### config.mk
export PLATFORM = sky130hd
export DESIGN_NAME = if_fetch_unit
export DESIGN_NICKNAME = d
export VERILOG_FILES = /design/src/rtl/if_fetch_pkg.sv /design/src/rtl/if_fetch_fsm.sv /design/src/rtl/if_fetch_unit.sv
export SDC_FILE = /design/constraint.sdc
export NUM_CORES = 1
export LEC_CHECK = 0
export CORE_MARGIN = 2
export CORE_UTILIZATION = 50
export CTS_CLUSTER_SIZE = 10
export DETAILED_ROUTE_END_ITERATION = 8
export PLACE_DENSITY = 0.94
export SYNTH_ARGS = -nofsm -noshare
export SYNTH_HDL_FRONTEND = slang
export SYNTH_SLANG_ARGS = --single-unit
### constraint.sdc
create_clock -name i_clk -period 5.8 [get_ports i_clk]
set_input_delay 0.58 -clock i_clk [delete_from_list [all_inputs] [get_ports i_clk]]
set_output_delay 0.58 -clock i_clk [all_outputs]
set_load 0.1 [all_outputs]
### src/rtl/if_fetch_pkg.sv
// ----------------------------------------------------------------------------
// if_fetch_pkg
// Shared types and constants for the instruction-fetch stage.
//   fetch_state_e  : fetch controller state encoding
//   INSTR_BUBBLE   : instruction word presented when no valid instruction
//   PC_ALIGN_MASK  : clears the byte-offset bits of a word address
//   align_pc()     : applies PC_ALIGN_MASK to an address
// ----------------------------------------------------------------------------
package if_fetch_pkg;

  typedef enum logic [2:0] {
    S_IDLE  = 3'd0,
    S_FETCH = 3'd1,
    S_HELD  = 3'd2,
    S_KILL  = 3'd3,
    S_FAULT = 3'd4
  } fetch_state_e;

  localparam logic [31:0] INSTR_BUBBLE  = 32'h0000_0000;
  localparam logic [31:0] PC_ALIGN_MASK = 32'hFFFF_FFFC;

  function automatic logic [31:0] align_pc(input logic [31:0] i_addr);
    return i_addr & PC_ALIGN_MASK;
  endfunction

endpackage

### src/rtl/if_fetch_fsm.sv
// ----------------------------------------------------------------------------
// if_fetch_fsm
// State register and next-state logic of the fetch controller. The datapath
// (PC, request address, instruction buffer) lives in the top level; this block
// only decides where the controller goes next and whether a redirect is taken.
//
// Ports
//   i_clk          clock
//   i_rst_n        asynchronous active-low reset
//   i_resp         I-mem read completed this cycle (read && !busywait)
//   i_advance      IF/ID accepts the presented instruction this cycle
//   i_branch_taken redirect request from EX
//   i_trap         redirect target is misaligned and trapping is enabled
//                  (only ever non-zero when FETCH_MISALIGN_TRAP_EN is defined)
//   o_state        current state
//   o_redirect     redirect is honoured this cycle (PC must load the target)
//
// state   | meaning
// --------+------------------------------------------------------------
// S_IDLE  | just out of reset, no request yet
// S_FETCH | request at pc, instruction returned combinationally on a hit
// S_HELD  | returned instruction buffered while IF/ID is stalled
// S_KILL  | finishing an abandoned miss; its data is thrown away
// S_FAULT | misaligned redirect seen; fetch stopped until reset
// ----------------------------------------------------------------------------
module if_fetch_fsm
  import if_fetch_pkg::*;
(
  input  logic         i_clk,
  input  logic         i_rst_n,
  input  logic         i_resp,
  input  logic         i_advance,
  input  logic         i_branch_taken,
  input  logic         i_trap,
  output fetch_state_e o_state,
  output logic         o_redirect
);

  fetch_state_e r_state;
  fetch_state_e w_state_next;
  logic         w_redirect;

  always_ff @(posedge i_clk or negedge i_rst_n) begin
    if (!i_rst_n) begin
      r_state <= S_IDLE;
    end else begin
      r_state <= w_state_next;
    end
  end

  always_comb begin
    w_state_next = r_state;
    w_redirect   = 1'b0;
    case (r_state)
      S_IDLE: begin
        w_state_next = S_FETCH;
      end
      S_FETCH: begin
        if (i_branch_taken) begin
          w_redirect = 1'b1;
          // A miss in flight cannot be cancelled at the memory, so it is
          // allowed to complete in S_KILL before the target is requested.
          if (i_trap)      w_state_next = S_FAULT;
          else if (i_resp) w_state_next = S_FETCH;
          else             w_state_next = S_KILL;
        end else if (i_resp && !i_advance) begin
          w_state_next = S_HELD;
        end
      end
      S_HELD: begin
        if (i_branch_taken) begin
          w_redirect   = 1'b1;
          w_state_next = i_trap ? S_FAULT : S_FETCH;
        end else if (i_advance) begin
          w_state_next = S_FETCH;
        end
      end
      S_KILL: begin
        if (i_branch_taken) begin
          w_redirect   = 1'b1;
          w_state_next = i_trap ? S_FAULT : S_KILL;
        end else if (i_resp) begin
          w_state_next = S_FETCH;
        end
      end
      S_FAULT: begin
        w_state_next = S_FAULT;
      end
      default: begin
        w_state_next = S_IDLE;
      end
    endcase
  end

  assign o_state    = r_state;
  assign o_redirect = w_redirect;

endmodule

### src/rtl/if_fetch_unit.sv
// ----------------------------------------------------------------------------
// if_fetch_unit
// Instruction-fetch stage. Owns the PC, runs the I-mem read handshake, buffers
// a returned instruction while the pipeline is stalled and applies branch/jump
// redirects. Hits return in the same cycle, giving one instruction per cycle.
//
// Build option
//   FETCH_MISALIGN_TRAP_EN : when defined, a redirect to a target with
//     [1:0] != 0 raises a sticky o_fetch_fault and stops fetching until reset
//     (the PC takes the unmasked target). When undefined the low target bits
//     are silently cleared and o_fetch_fault is tied low.
//
// Parameters
//   RESET_PC  PC loaded on reset
//   PC_STEP   PC increment per accepted instruction
//
// Ports
//   i_clk            clock, all state on rising edge
//   i_rst_n          asynchronous active-low reset
//   i_hold           hazard-unit stall (IF/ID will not capture)
//   i_mem_busywait   data-memory stall (IF/ID will not capture)
//   i_branch_taken   redirect request from EX
//   i_branch_target  redirect address
//   o_imem_read      I-mem read request
//   o_imem_addr      I-mem address, stable while read && busywait
//   i_imem_readdata  I-mem data, valid when read && !busywait
//   i_imem_busywait  I-mem not ready
//   o_pc_if          PC of o_instruction_if
//   o_instruction_if fetched instruction, zero when o_if_valid is low
//   o_if_valid       o_pc_if/o_instruction_if describe a real instruction
//   o_fetch_busy     inverse of o_if_valid (IF/ID busywait)
//   o_fetch_fault    misaligned-target fault
// ----------------------------------------------------------------------------
module if_fetch_unit
  import if_fetch_pkg::*;
#(
  parameter logic [31:0] RESET_PC = 32'h0000_0000,
  parameter int unsigned PC_STEP  = 4
) (
  input  logic        i_clk,
  input  logic        i_rst_n,
  input  logic        i_hold,
  input  logic        i_mem_busywait,
  input  logic        i_branch_taken,
  input  logic [31:0] i_branch_target,
  output logic        o_imem_read,
  output logic [31:0] o_imem_addr,
  input  logic [31:0] i_imem_readdata,
  input  logic        i_imem_busywait,
  output logic [31:0] o_pc_if,
  output logic [31:0] o_instruction_if,
  output logic        o_if_valid,
  output logic        o_fetch_busy,
  output logic        o_fetch_fault
);

  localparam logic [31:0] PC_STEP_W = 32'(PC_STEP);

  logic [31:0]  r_pc;
  logic [31:0]  r_req_addr;
  logic [31:0]  r_ibuf;

  fetch_state_e w_state;
  logic         w_redirect;
  logic         w_imem_read;
  logic         w_resp;
  logic         w_if_valid;
  logic         w_advance;
  logic         w_misaligned;
  logic [31:0]  w_target;
  logic [31:0]  w_instr;

  if_fetch_fsm u_fsm (
    .i_clk          (i_clk),
    .i_rst_n        (i_rst_n),
    .i_resp         (w_resp),
    .i_advance      (w_advance),
    .i_branch_taken (i_branch_taken),
    .i_trap         (w_misaligned),
    .o_state        (w_state),
    .o_redirect     (w_redirect)
  );

  assign w_imem_read = (w_state == S_FETCH) || (w_state == S_KILL);
  assign w_resp      = w_imem_read && !i_imem_busywait;

  // A redirect always kills the instruction presented in the same cycle.
  always_comb begin
    w_if_valid = 1'b0;
    case (w_state)
      S_FETCH: w_if_valid = w_resp && !i_branch_taken;
      S_HELD:  w_if_valid = !i_branch_taken;
      default: w_if_valid = 1'b0;
    endcase
  end

  assign w_advance = w_if_valid && !i_hold && !i_mem_busywait && !i_branch_taken;

  always_comb begin
    w_instr = INSTR_BUBBLE;
    if (w_if_valid) begin
      w_instr = (w_state == S_HELD) ? r_ibuf : i_imem_readdata;
    end
  end

`ifdef FETCH_MISALIGN_TRAP_EN
  assign w_misaligned  = |i_branch_target[1:0];
  // On a trap the faulting address is kept as-is for diagnosis.
  assign w_target      = w_misaligned ? i_branch_target : align_pc(i_branch_target);
  assign o_fetch_fault = (w_state == S_FAULT);
`else
  assign w_misaligned  = 1'b0;
  assign w_target      = align_pc(i_branch_target);
  assign o_fetch_fault = 1'b0;
`endif

  always_ff @(posedge i_clk or negedge i_rst_n) begin
    if (!i_rst_n) begin
      r_pc       <= RESET_PC;
      r_req_addr <= RESET_PC;
      r_ibuf     <= INSTR_BUBBLE;
    end else begin
      // Remember the outstanding address so S_KILL can keep it on the bus
      // after the PC has already moved to a redirect target.
      if (w_state == S_FETCH) begin
        r_req_addr <= r_pc;
      end

      if (w_redirect) begin
        r_pc   <= w_target;
        r_ibuf <= INSTR_BUBBLE;
      end else begin
        if (w_advance) begin
          r_pc <= r_pc + PC_STEP_W;
        end
        if ((w_state == S_FETCH) && w_resp && !w_advance) begin
          r_ibuf <= i_imem_readdata;
        end
      end
    end
  end

  assign o_imem_read      = w_imem_read;
  assign o_imem_addr      = (w_state == S_KILL) ? r_req_addr : r_pc;
  assign o_pc_if          = r_pc;
  assign o_instruction_if = w_instr;
  assign o_if_valid       = w_if_valid;
  assign o_fetch_busy     = !w_if_valid;

endmodule

Word level (Yosys, flattened, before mapping)

Index checks and enable logic that the tools add are counted.

Bits in registers: 99
Output and inout bits: 100

Reduce and logical (&&, ||, !) cells: 20
Muxes and demuxes: 18
Eq/ne operators: 7
Add/sub/neg operators: 1

Operator list:

| cell                    | count |
|---|---|
| $mux W32                | 7 |
| $add A32 B3 Y32 const B | 1 |
| $mux W3                 | 6 |
| $pmux W3 S5             | 1 |
| $ne A3 B2 Y1 const B    | 3 |
| $logic_and A1 B1 Y1     | 8 |
| $eq A3 B2 Y1 const B    | 2 |
| $logic_not A1 Y1        | 6 |
| $reduce_bool A2 Y1      | 2 |
| $eq A3 B1 Y1 const B    | 1 |
| $eq A3 B3 Y1 const B    | 1 |
| $logic_not A3 Y1        | 1 |
| $reduce_and A3 Y1       | 1 |
| $reduce_or A3 Y1        | 1 |
| $mux W1                 | 2 |
| $mux W2                 | 1 |
| $pmux W1 S2             | 1 |
| $logic_or A1 B1 Y1      | 1 |

Logic depth before layout (Yosys ltp)

Depth after elaboration: 13
Mapped depth: 7
Depth with buffers taken out: 5

Modules after synthesis

Synthesis repeated with hierarchy kept, for this count alone.

Cells, all modules: 518
Area, all modules: 5098.6 um2

Modules (own cells, without submodules):

| module        | times used | area an instance (um2) | cells an instance |
|---|---|---|---|
| if_fetch_unit | 1          | 4918.5                 | 499 |
| if_fetch_fsm  | 1          | 180.2                  | 19 |

Worst setup path before layout

OpenSTA, ideal clock, no wires.

Path type: in2out
Start: in i_imem_busywait
End: out o_instruction_if[23]
Slack: 1774 ps
Cell stages on the path: 5
Data arrival time: 3446 ps
Path buffers: 1
Data required time: 5220 ps
Path through: nor3b_1 -> or2_1 -> nand2_1 -> clkbuf_1 -> a21oi_1

Word-level cells in the longest chain between the ends: 5

RTL lines:

| what                | line                 | source |
|---|---|---|
| start: declaration  | if_fetch_unit.sv:49  | `input logic i_imem_busywait,` |
| $logic_not A1 Y1    | if_fetch_unit.sv:85  | `assign w_resp = w_imem_read && !i_imem_busywait;` |
| $logic_and A1 B1 Y1 | if_fetch_unit.sv:85  |  |
| $logic_and A1 B1 Y1 | if_fetch_unit.sv:91  | `S_FETCH: w_if_valid = w_resp && !i_branch_taken;` |
| $pmux W1 S2         | if_fetch_unit.sv:90  | `case (w_state)` |
| $mux W32            | if_fetch_unit.sv:101 | `if (w_if_valid) begin` |
| end: declaration    | if_fetch_unit.sv:51  | `output logic [31:0] o_instruction_if,` |

Every way passes these cells.

Final worst setup path

Same ends and word-level chain as after synthesis.

==> summary.txt <==
Timing
  • Worst hold slack: 0.1682 ns
  • Slew @ Worst Pin: 1.270 ns
  • Setup Skew: 0.01511 ns
  • Post-Route Setup TNS: 0 ns
  • RSZ-0062 raised after global routing: false
  • Period minus WS final: 4.554 ns
  • Final Hold Viols: 0
  • Fin crit share: 78.51%
  • Slew margin rel.: 14.96%
  • Final slew viol count: 0
  • Max Fclk: 219.6 MHz
  • Endpoints failing setup: 0

Global routing
  • Gr busiest metal: met2
  • GR Util met1: 31.54%
  • Initial antenna violation count: 0
  • Largest net degree at the start of global routing: 58
  • GR met2 Demand/Resource: 41.46%
  • Gr ovfl total: 0
  • Vias in the first global route: 4498
  • First-pass GRT wire length: 22170 um
  • Routing usage on met3: 6.015%
  • Gr usage total: 25.01%

Pwr
  • Power, Total: 2.813 mW
  • Clock Power Share: 14.4%
  • Leak: 2.802 nW
  • Reg power frac: 31.6%
  • Net switching power: 1.426 mW
  • Cell-internal power: 1.387 mW
  • Sw Share: 50.69%
  • Gate power share: 54.0%
  • Worst VDD drop: 0.0003758 V
  • Power density cells: 408.0 nW/um^2

Finish
  • Most common cell after layout, fill and taps aside: clkdlybuf4s50_1
  • Fin cells: 784
  • Fillcell total: 664
  • Nets: 717
  • Synthesis-to-layout area growth: 36.83%
  • Most frequent cells in the layout: clkdlybuf4s50_1, nand2_1, dfrtp_1
  • Final Cell Area: 6894 sq um
  • Share of cells above drive strength 1: 15.98%
  • ANT cells: 0

Worst setup path
  • CP max stage delay: 1.19 ns
  • Kind of critical path: input port to output pin
  • Worst R2R Path Depth: 4
  • Arrival time worst endpoint: 3.97 ns
  • CP required: 5.22 ns
  • Max Fanout on Critical Path: 34
  • Crit path capture type: output pin
  • Most frequent CP cell: clkdlybuf4s50_1
  • CP Cell Sequence: clkdlybuf4s50_1 > nor3b_1 > or2_1 > nand2_1 > a21oi_1 > clkdlybuf4s50_1
  • Worst setup SP type: input port
  • Reg2reg setup slack: 2.73 ns
  • R2r endpoint: r_ibuf[13]
  • Critical path's slowest cell: clkdlybuf4s50_1
  • Reg2reg start: u_fsm.o_state[2]

Floorplan
  • Core Area: 9774 sq um
  • Rows: 36
  • Initial Utilization: 51.55%
  • DIE HEIGHT: 104.4 um
  • Die width: 104.4 um
  • I/O pin cnt: 170
  • Die area: 10900 sq um

CTS
  • Post-CTS setup buffers: 0
  • Hold-fix buffers, CTS: 0
  • Clock-pin slew on the worst setup and hold paths: 0.08 ns
  • Cts bufs inserted: 9
  • # H-tree levels: 3
  • Sink Count: 95
  • Clock buffer depth: 2
  • Clock insertion delay at the later pin of the skew report: 0.36 ns
  • CTS tree: done
  • CTS resizes: 0
  • Root buffer cell: clkbuf_8

Drt
  • Vias per inst: 5.598
  • Routed wire per std cell: 17.35 um
  • Drt total wl: 13600 um
  • DRC: 0
  • Initial DRC Count: 218
  • Detail Route Antenna Nets: 0
  • Via count: 4389
  • First-pass DRT Iterations: 4

Logic synthesis
  • Library cells used by synthesis: 44
  • Cell accounting for the most synthesized area: dfrtp_1
  • Main area contributors after synthesis: dfrtp_1, mux2_2, nand2_1
  • Syn avg cell area: 9.997 sq um
  • Seq/Total Area, Yosys: 47.18%
  • Seq cells post-synth: 95
  • Post-synth top area share: 47.18%
  • Synthesized instance count: 504
  • Post-synth EDFFs: 0
  • Ys async rst share: 100.0%
  • Syn Std Cell Area: 5039 sq um
  • Most used DFF post-synth: dfrtp_1
  • Synth warnings: 0

Placement
  • RePlAce Congestion: 0.8057
  • DPL Wire Length: 9301 um
  • I/O Buffers: 162
  • Placement-stage cell area: 6718 sq um
  • Dpl cells: 768

Flow run
  • Max Cap Violations: 0

Status
  • Status: finished clean

Hold path
  • Worst Hold Class: input port to asynchronous set/reset pin
layer usage:
layer	vias up	wire, um
met2	176	6706
met5	-	0
met4	0	308
met3	23	976
li1	2026	-
met1	2164	5611
flip-flops by register name, summed over array words and instances (netlist names):
register / flops
o_pc_if: 30
r_ibuf: 32
u_fsm.o_state: 3
r_req_addr: 30
area by class of cell:
cell class                      count  area, sq um  share of cell area (%)
Tap cell                          133        166.4                   2.414
Sequential cell                    95         2377                   34.48
Clock buffer                       13        158.9                   2.305
Clock inverter                      3        17.52                  0.2541
Multi-Input combinational cell    364         2484                   36.03
Inverter                            9        33.78                  0.4900
Timing Repair Buffer              167         1657                   24.03
worst max-delay path by stage:
stage,slack (ns),endpoint,depth (start not counted),from
floorplan,1.77,o_instruction_if[23],5,i_imem_busywait
global placement,1.39,o_instruction_if[12],6,i_imem_busywait
detailed placement,1.22,o_instruction_if[8],6,i_imem_busywait
CTS,1.22,o_instruction_if[8],6,i_imem_busywait
global route,1.04,o_instruction_if[23],6,i_imem_busywait
finish,1.25,o_instruction_if[23],6,i_imem_busywait
cells by family (layout without fill, tap and decap cells):
| family | after synthesis | in the layout | synth area share, % |
|---|---|---|---|
| AO/OA/AOI/OAI | 102 | 102 | 12.96 |
| buffers and inverters | 49 | 192 | 4.495 |
| flip-flops | 95 | 95 | 47.18 |
| XOR/XNOR | 26 | 26 | 4.520 |
| other | 1 | 5 | 0.07443 |
| AND/OR/NAND/NOR | 168 | 168 | 16.71 |
| adder cells (fa/ha/maj) | 2 | 2 | 0.4470 |
| multiplexers | 61 | 61 | 13.61 |
critical path: cells and delay by family:
family / cells / cell delay [ns]
AND/OR/NAND/NOR: 3 / 1.28
buffers and inverters: 2 / 1.68
AO/OA/AOI/OAI: 1 / 0.40
power by group through the flow:
stage | Clock [mW] | Combinational, mW | Sequential [mW]
floorplan | 0 | 1.01 | 1.05
global placement | 0 | 1.50 | 0.886
detailed placement | 0 | 1.52 | 0.899
CTS | 0.415 | 1.53 | 0.887
global route | 0.441 | 1.57 | 0.905
finish | 0.405 | 1.52 | 0.888
per-stage QoR:
step                      utilization, %  worst slack, ns
final                              70.53            1.246
after global routing               70.53            1.042
after CTS                          70.53            1.217
after detailed placement           68.73            1.221
after global placement             68.73            1.389
after floorplan                        -            1.774
cells in the mapped netlist (2+ instances only):
| master | number |
|---|---|
| nand2_1 | 102 |
| dfrtp_1 | 95 |
| mux2_2 | 60 |
| a21oi_1 | 36 |
| a22o_1 | 32 |
| clkbuf_1 | 26 |
| xnor2_1 | 26 |
| o21ai_1 | 17 |
| nor2_1 | 16 |
| inv_1 | 9 |
| o21ai_0 | 9 |
| nand3_1 | 8 |
| nor3_2 | 8 |
| buf_2 | 7 |
| buf_4 | 5 |
| nor3_1 | 5 |
| nor4_2 | 5 |
| and4_1 | 3 |
| nor2b_1 | 3 |
| a31oi_1 | 2 |
| and2_1 | 2 |
| buf_6 | 2 |
| nand4_1 | 2 |
| nand4_2 | 2 |
| nor3b_1 | 2 |
| o2111ai_1 | 2 |
Note: power is estimated with default switching activity, not from simulation.
